**src/rtl/alu_driver.sv**
```systemverilog
`default_nettype none
// ----------------------------------------------------------------------------
// alu_driver : multi-cycle initiator for the combinational 32-bit ALU.
//   Decodes ALUOp/funct to ALUctl and returns the result over valid/ready.
//   Optional overflow reporting: define ALU_OVF_EN.
// Rev 1.0
// ----------------------------------------------------------------------------
module alu_driver #(
  parameter int WIDTH = 32,
  parameter int LAT   = 1
) (
  input  logic             clk,
  input  logic             reset,
  input  logic             cmd_valid,
  output logic             cmd_ready,
  input  logic [1:0]       cmd_aluop,
  input  logic [5:0]       cmd_funct,
  input  logic [WIDTH-1:0] cmd_a,
  input  logic [WIDTH-1:0] cmd_b,
  output logic [3:0]       ALUctl,
  output logic [WIDTH-1:0] A,
  output logic [WIDTH-1:0] B,
  input  logic [WIDTH-1:0] ALUOut,
  input  logic             Zero,
  output logic             rsp_valid,
  input  logic             rsp_ready,
  output logic [WIDTH-1:0] rsp_result,
  output logic             rsp_zero,
  output logic             rsp_err,
  output logic             rsp_ovf
);

  typedef enum logic [1:0] {
    IDLE = 2'd0,
    HOLD = 2'd1,
    RESP = 2'd2
  } state_t;

  localparam logic [3:0] LAT_CNT = 4'(LAT);

  state_t           state_q, state_d;
  logic [3:0]       cnt_q, cnt_d;
  logic [3:0]       ctl_q, ctl_d;
  logic [WIDTH-1:0] a_q, a_d;
  logic [WIDTH-1:0] b_q, b_d;
  logic [WIDTH-1:0] result_q, result_d;
  logic             zero_q, zero_d;
  logic             err_q, err_d;
  logic             ovf_q, ovf_d;
  logic             dec_legal;
  logic [3:0]       dec_ctl;
  logic             ovf_calc;

  always_comb begin
    dec_legal = 1'b1;
    dec_ctl   = 4'd0;
    case (cmd_aluop)
      2'b00: dec_ctl = 4'd2;
      2'b01: dec_ctl = 4'd6;
      2'b10: begin
        case (cmd_funct)
          6'h20:   dec_ctl = 4'd2;
          6'h22:   dec_ctl = 4'd6;
          6'h24:   dec_ctl = 4'd0;
          6'h25:   dec_ctl = 4'd1;
          6'h2A:   dec_ctl = 4'd7;
          6'h27:   dec_ctl = 4'd12;
          default: dec_legal = 1'b0;
        endcase
      end
      default: dec_legal = 1'b0;
    endcase
  end

  // Overflow is judged against the operands actually held on the ALU inputs.
`ifdef ALU_OVF_EN
  always_comb begin
    ovf_calc = 1'b0;
    case (ctl_q)
      4'd2:    ovf_calc = (a_q[WIDTH-1] == b_q[WIDTH-1]) && (ALUOut[WIDTH-1] != a_q[WIDTH-1]);
      4'd6:    ovf_calc = (a_q[WIDTH-1] != b_q[WIDTH-1]) && (ALUOut[WIDTH-1] != a_q[WIDTH-1]);
      default: ovf_calc = 1'b0;
    endcase
  end
`else
  assign ovf_calc = 1'b0;
`endif

  always_comb begin
    state_d  = state_q;
    cnt_d    = cnt_q;
    ctl_d    = ctl_q;
    a_d      = a_q;
    b_d      = b_q;
    result_d = result_q;
    zero_d   = zero_q;
    err_d    = err_q;
    ovf_d    = ovf_q;
    case (state_q)
      IDLE: begin
        if (cmd_valid) begin
          if (dec_legal) begin
            a_d     = cmd_a;
            b_d     = cmd_b;
            ctl_d   = dec_ctl;
            cnt_d   = LAT_CNT;
            state_d = HOLD;
          end else begin
            err_d    = 1'b1;
            result_d = '0;
            zero_d   = 1'b0;
            ovf_d    = 1'b0;
            state_d  = RESP;
          end
        end
      end
      HOLD: begin
        cnt_d = cnt_q - 4'd1;
        if (cnt_q == 4'd1) begin
          result_d = ALUOut;
          zero_d   = Zero;
          ovf_d    = ovf_calc;
          err_d    = 1'b0;
          state_d  = RESP;
        end
      end
      RESP: begin
        if (rsp_ready) state_d = IDLE;
      end
      default: state_d = IDLE;
    endcase
  end

  always_ff @(posedge clk) begin
    if (reset) begin
      state_q  <= IDLE;
      cnt_q    <= 4'd0;
      ctl_q    <= 4'd0;
      a_q      <= '0;
      b_q      <= '0;
      result_q <= '0;
      zero_q   <= 1'b0;
      err_q    <= 1'b0;
      ovf_q    <= 1'b0;
    end else begin
      state_q  <= state_d;
      cnt_q    <= cnt_d;
      ctl_q    <= ctl_d;
      a_q      <= a_d;
      b_q      <= b_d;
      result_q <= result_d;
      zero_q   <= zero_d;
      err_q    <= err_d;
      ovf_q    <= ovf_d;
    end
  end

  assign cmd_ready  = (state_q == IDLE);
  assign rsp_valid  = (state_q == RESP);
  assign ALUctl     = ctl_q;
  assign A          = a_q;
  assign B          = b_q;
  assign rsp_result = result_q;
  assign rsp_zero   = zero_q;
  assign rsp_err    = err_q;
  assign rsp_ovf    = ovf_q;

endmodule
`default_nettype wire

```
**config.mk**
```make
export PLATFORM = sky130hd
export DESIGN_NAME = alu_driver
export DESIGN_NICKNAME = d
export VERILOG_FILES = /design/src/rtl/alu_driver.sv
export SDC_FILE = /design/constraint.sdc
export NUM_CORES = 1
export LEC_CHECK = 0
export ABC_AREA = 0
export BUFFER_PORTS_ARGS = -buffer_cell sky130_fd_sc_hd__buf_2
export CELL_PAD_IN_SITES_DETAIL_PLACEMENT = 0
export CELL_PAD_IN_SITES_GLOBAL_PLACEMENT = 1
export CORE_UTILIZATION = 30
export CTS_BUF_LIST = sky130_fd_sc_hd__clkbuf_4 sky130_fd_sc_hd__clkbuf_8
export DETAILED_ROUTE_END_ITERATION = 10
export MAX_ROUTING_LAYER = met4
export PLACE_DENSITY_LB_ADDON = 0.1
export RECOVER_POWER = 25
export SYNTH_ARGS = -nofsm -noshare
export SYNTH_HDL_FRONTEND = slang
export SYNTH_SLANG_ARGS = --single-unit
```
**constraint.sdc**
```tcl
create_clock -name clk -period 3.9 [get_ports clk]
set_input_delay 0.78 -clock clk [delete_from_list [all_inputs] [get_ports clk]]
set_output_delay 0.78 -clock clk [all_outputs]
set_load 0.005 [all_outputs]
```
Yosys cells after proc, flatten, opt, wreduce, memory -nomap -nowiden:

Index checks and enable logic that the tools add are counted.

* register bits after elaboration: 109
* output and inout bits: 105

* $add $sub $neg: 1
* equality and inequality tests: 16
* mux-type cells: 25
* reduce and logical (&&, ||, !) cells: 9

Operators with widths (count)
* 32-bit 2-to-1 mux: 3
* 32-bit case mux with 2 select lines: 1
* 6-bit equality test (second input constant): 6
* 4-bit case mux with 5 select lines: 1
* 4-bit case mux with 3 select lines: 1
* 3-bit AND reduction: 3
* 2-bit 2-to-1 mux: 4
* 4-bit 2-to-1 mux: 2
* 1-bit case mux with 2 select lines: 4
* 4-bit case mux with 2 select lines: 1
* 1-bit 2-to-1 mux: 7
* 2-bit != test (second input constant): 3
* 2-bit case mux with 3 select lines: 1
* 6-bit OR reduction: 1
* 2-bit by 1-bit equality test with 1-bit output (second input constant): 2
* 2-bit equality test (second input constant): 2
* 4-bit by 1-bit equality test with 1-bit output (second input constant): 1
* 2-bit zero test: 2
* 2-bit by 1-bit != test with 1-bit output (second input constant): 2
* 4-bit AND reduction: 1
* 4-bit by 1-bit subtractor with 4-bit output (second input constant): 1
* 2-bit nonzero test: 1
* 2-bit OR reduction: 1

Depth between registers and ports, before layout:

* word-level depth: 7
* mapped depth: 8
* gate-level depth less buffers: 6

Worst setup path before layout:

OpenSTA, ideal clock, no wires.

* path type: input-to-reg
* start: input port cmd_funct[4]
* end: register a_q[11], in the netlist A[11]
* arrival: 2006 ps
* setup slack: 1822 ps
* stages on the path: 7
* buffers on the path: 3
* cell sequence: nand2b_1 o31ai_4 o21a_1 buf_2 buf_6 buf_8 mux2i_1

* cells in the longest elaborated chain, start to end: 5
* elaborated cells between the ends (all ways): 10

Ends and longest elaborated chain
* start: declaration: line 17 `input logic [5:0] cmd_funct,`
* 6-bit equality test: line 61 `case (cmd_funct)`
* 6-bit OR reduction (no line) (*)
* 1-bit 2-to-1 mux (*): line 61
* 1-bit case mux with 2 select lines (*): line 57 `case (cmd_aluop)`
* 3-bit AND reduction (no line) (*)
* end signal: assignment: line 139 `a_q <= '0;`
* end signal: assignment: line 149 `a_q <= a_d;`
* end: declaration: line 44 `logic [WIDTH-1:0] a_q, a_d;`

Mark *: on every way between the ends. The rest lies on a longest branch, timed or not.
A chain may end at the register's enable or synchronous reset.

Final worst setup path:

* start: register state_q[0]
* end: register b_q[28], in the netlist B[28]

* cells in the longest elaborated chain, start to end: 2

Ends and longest elaborated chain
* start: declaration: line 41 `state_t state_q, state_d;`
* start signal: assignment: line 146 `state_q <= state_d;`
* 2-bit zero test: line 99 `case (state_q)`
* 3-bit AND reduction (no line)
* end signal: assignment: line 140 `b_q <= '0;`
* end signal: assignment: line 150 `b_q <= b_d;`
* end: declaration: line 45 `logic [WIDTH-1:0] b_q, b_d;`

Every way passes these cells.

==> run summary <==
Status = finished clean
Slew headroom = 55.0%
Post-synthesis cell count = 554
Clk network pwr share = 31.2%
Post-Syn Area = 4760 um^2
F_max = 425 MHz
Final Skew = 0.00738 ns
Largest net degree at the start of global routing = 54
Initial antenna violation count = 0
Asr flop ratio synth = 0%
Final period util = 60.4%
#FFs+latches synth = 108
Setup bufs post-CTS = 0
Port bufs = 212
Routed Antenna Nets = 0
Req. time, crit path = 4.22 ns
Register area share after synthesis = 45.4%
Final WL = 13.8 mm
RD Place Congestion = 0.754
HPWL Detailed = 9.44 mm
Routed WL per cell = 14.5 um
Hold buffers post-CTS = 0
CTS root buf = clkbuf_8
MaxCap Viol Count = 0
Post-route cell area = 6080 um^2
# setup viols final = 0
First DRT Iteration DRCs = 259
Critical path cell sequence = inv_2, and2_1, o21a_4, buf_12, mux2i_1
Via density = 4.67
Register share of total power = 53.2%
Post-synth cell types = 40
Skew-Pair Late Insertion Delay = 0.39 ns
Via count = 4468
Net Count, Synth = 665
Endpoints failing hold = 0
Combinational power share = 15.6%
Int Pwr = 1.62 mW
P_leak = 2.58 nW
Slowest-stage cell, CP = inv_2
Post-CTS Resized = 0
CP peak stage delay = 0.54 ns
ANT cells = 0
H-tree levels = 3
Nets = 851
Buf+Inv Stages, Crit Path = 2
Min cycle time layout = 2.35 ns
TritonCTS buffer count = 9
Sw Ratio = 28.1%
WP data arrival = 2.67 ns
Max VDD drop = 0.142 mV
Clock slew at reported path FFs = 0.10 ns
Mean Syn Cell Area = 8.59 um^2
Core Region = 15300 um^2
Vias in the first global route = 4183
Num Clock Sinks = 108
Worst-Margin Slew = 0.674 ns
Initial Util = 31.1%
Yosys Warn Count = 0
Total Die Area = 16400 um^2
I/O pins = 214
HP Class = reg -> reg
CP Class = reg -> reg
First-pass iteration count of the detailed router = 4
Cell taking the most area after synthesis = dfxtp_1
Share of cells above drive strength 1 = 28.6%
Area contributors post-synth = dfxtp_1 45%, nand2_1 16%, mux2i_1 14%, o211ai_1 5.2%, a31oi_1 4.5%
Total gr overflow = 0
Most common cell in the netlist = nand2_1
Die height = 128 um
Crit start category = flop
Synth top area share = 45.4%
Floorplan row count = 45
P per Cell Area = 370 nW/um^2
Slew Limit Fails = 0
Crit path max fanout = 42
Total GRT Usage = 17.0%
Critical Path End Type = flop
Placed Area = 5930 um^2
Setup Total Neg Slack = 0 ns
CTS max path bufs = 2
Filler Cell Count = 1643
Layout area overhead = 27.8%
Sw Pwr = 634 uW
Main flop type after synthesis = dfxtp_1
Die width = 128 um
Remaining DRCs = 0
First-pass GRT wire length = 21.1 mm
RSZ-0062 raised after global routing = no
Number of enable-type register cells in the synthesized netlist = 0
CP delay by family, top = buffers and inverters
TritonCTS clock tree = built
Synth cell count leaders = 205 x nand2_1, 108 x dfxtp_1, 68 x mux2i_1, 34 x a31oi_1, 33 x o211ai_1
[path summary, 6_finish.rpt]
kind              startpoint     to  slack (ns)  depth (start not counted)
hold reg to reg         B[5]   B[5]        0.46                          2
setup / recovery  state_q[0]  B[28]        1.55                          5
setup reg to reg  state_q[0]  B[28]        1.55                          5
hold / removal          B[5]   B[5]        0.46                          2
[per-layer routing]
layer	track usage [%]	share of wire [%]	vias to the layer above
met4	6.57	1.8	0
met1	21.0	45	2038
met3	3.55	5.9	15
li1	-	-	2266
met5	-	0	-
met2	27.3	47	149
[power by group through the flow]
| stage | Sequential [mW] | Clock, mW | Combinational (mW) |
|---|---|---|---|
| floorplan | 1.22 | 0 | 0.209 |
| global placement | 1.22 | 0 | 0.357 |
| detailed placement | 1.22 | 0 | 0.363 |
| CTS | 1.20 | 0.737 | 0.364 |
| global route | 1.21 | 0.777 | 0.393 |
| finish | 1.20 | 0.703 | 0.352 |
[layout make-up]
cell class	count	area, um^2	share of cell area [%]
Multi-Input combinational cell	395	2340	38.5
Sequential cell	108	2160	35.5
Timing Repair Buffer	221	1100	18.1
Tap cell	211	264	4.34
Clock buffer	10	131	2.16
Clock inverter	6	63.8	1.05
Inverter	5	20.0	0.329
[kinds of logic (layout without fill, tap and decap cells)]
family                   count (synthesis)  after routing  share of synthesized area (%)
AND/OR/NAND/NOR                        235            235                           20.6
flip-flops                             108            108                           45.4
AO/OA/AOI/OAI                           89             89                           13.5
multiplexers                            68             68                           14.3
buffers and inverters                   51            242                           5.63
adder cells (fa/ha/maj)                  2              2                          0.526
other                                    1              1                         0.0788
[cells in the final DEF, fill, tap and decap left out, types with 2 or more instances in the layout]
cell        Yosys  routed
a31oi_1        34      34
nor2_1          4       4
o211ai_1       33      33
clkinvlp_4      0       2
a311oi_1        2       2
nor3_1          3       3
nand2_1       205     205
or3_1           3       3
nor3_4          2       2
nand4_1         2       2
ha_1            2       2
clkbuf_1       28      33
nor2b_1         6       6
buf_2          10     179
mux2i_1        68      68
clkinv_2        0       3
dfxtp_1       108     108
inv_1           4       3
nor4bb_1        3       3
nand2b_1        3       3
clkbuf_8        0       9
o21ai_0         5       5
o31ai_1         2       2
buf_4           3       8
[per-stage QoR]
step                setup WS, ns  hold WS (ns)  util [%]  cells  power (mW)
floorplan                   1.82         0.451         -    554        1.43
CTS                         1.45         0.464      40.0    956        2.30
detailed placement          1.28         0.445      38.7    940        1.59
finish                      1.55         0.458      39.7    956        2.25
global route                1.33         0.481      39.7    956        2.38
global placement            1.35         0.439      38.7    940        1.58
[registers in the layout (all words and copies together), names as in the netlist]
name and flops:
state_q 2, B 32, rsp_result 32, rsp_err 1, ALUctl 4, rsp_zero 1
cnt_q 4, A 32
[worst min-delay path, stage by stage, from the launching register on]
cell     delay, ns
dfxtp_1       0.32
nand2_1       0.05
mux2i_1       0.05
Note: power is estimated with default switching activity, not from simulation.
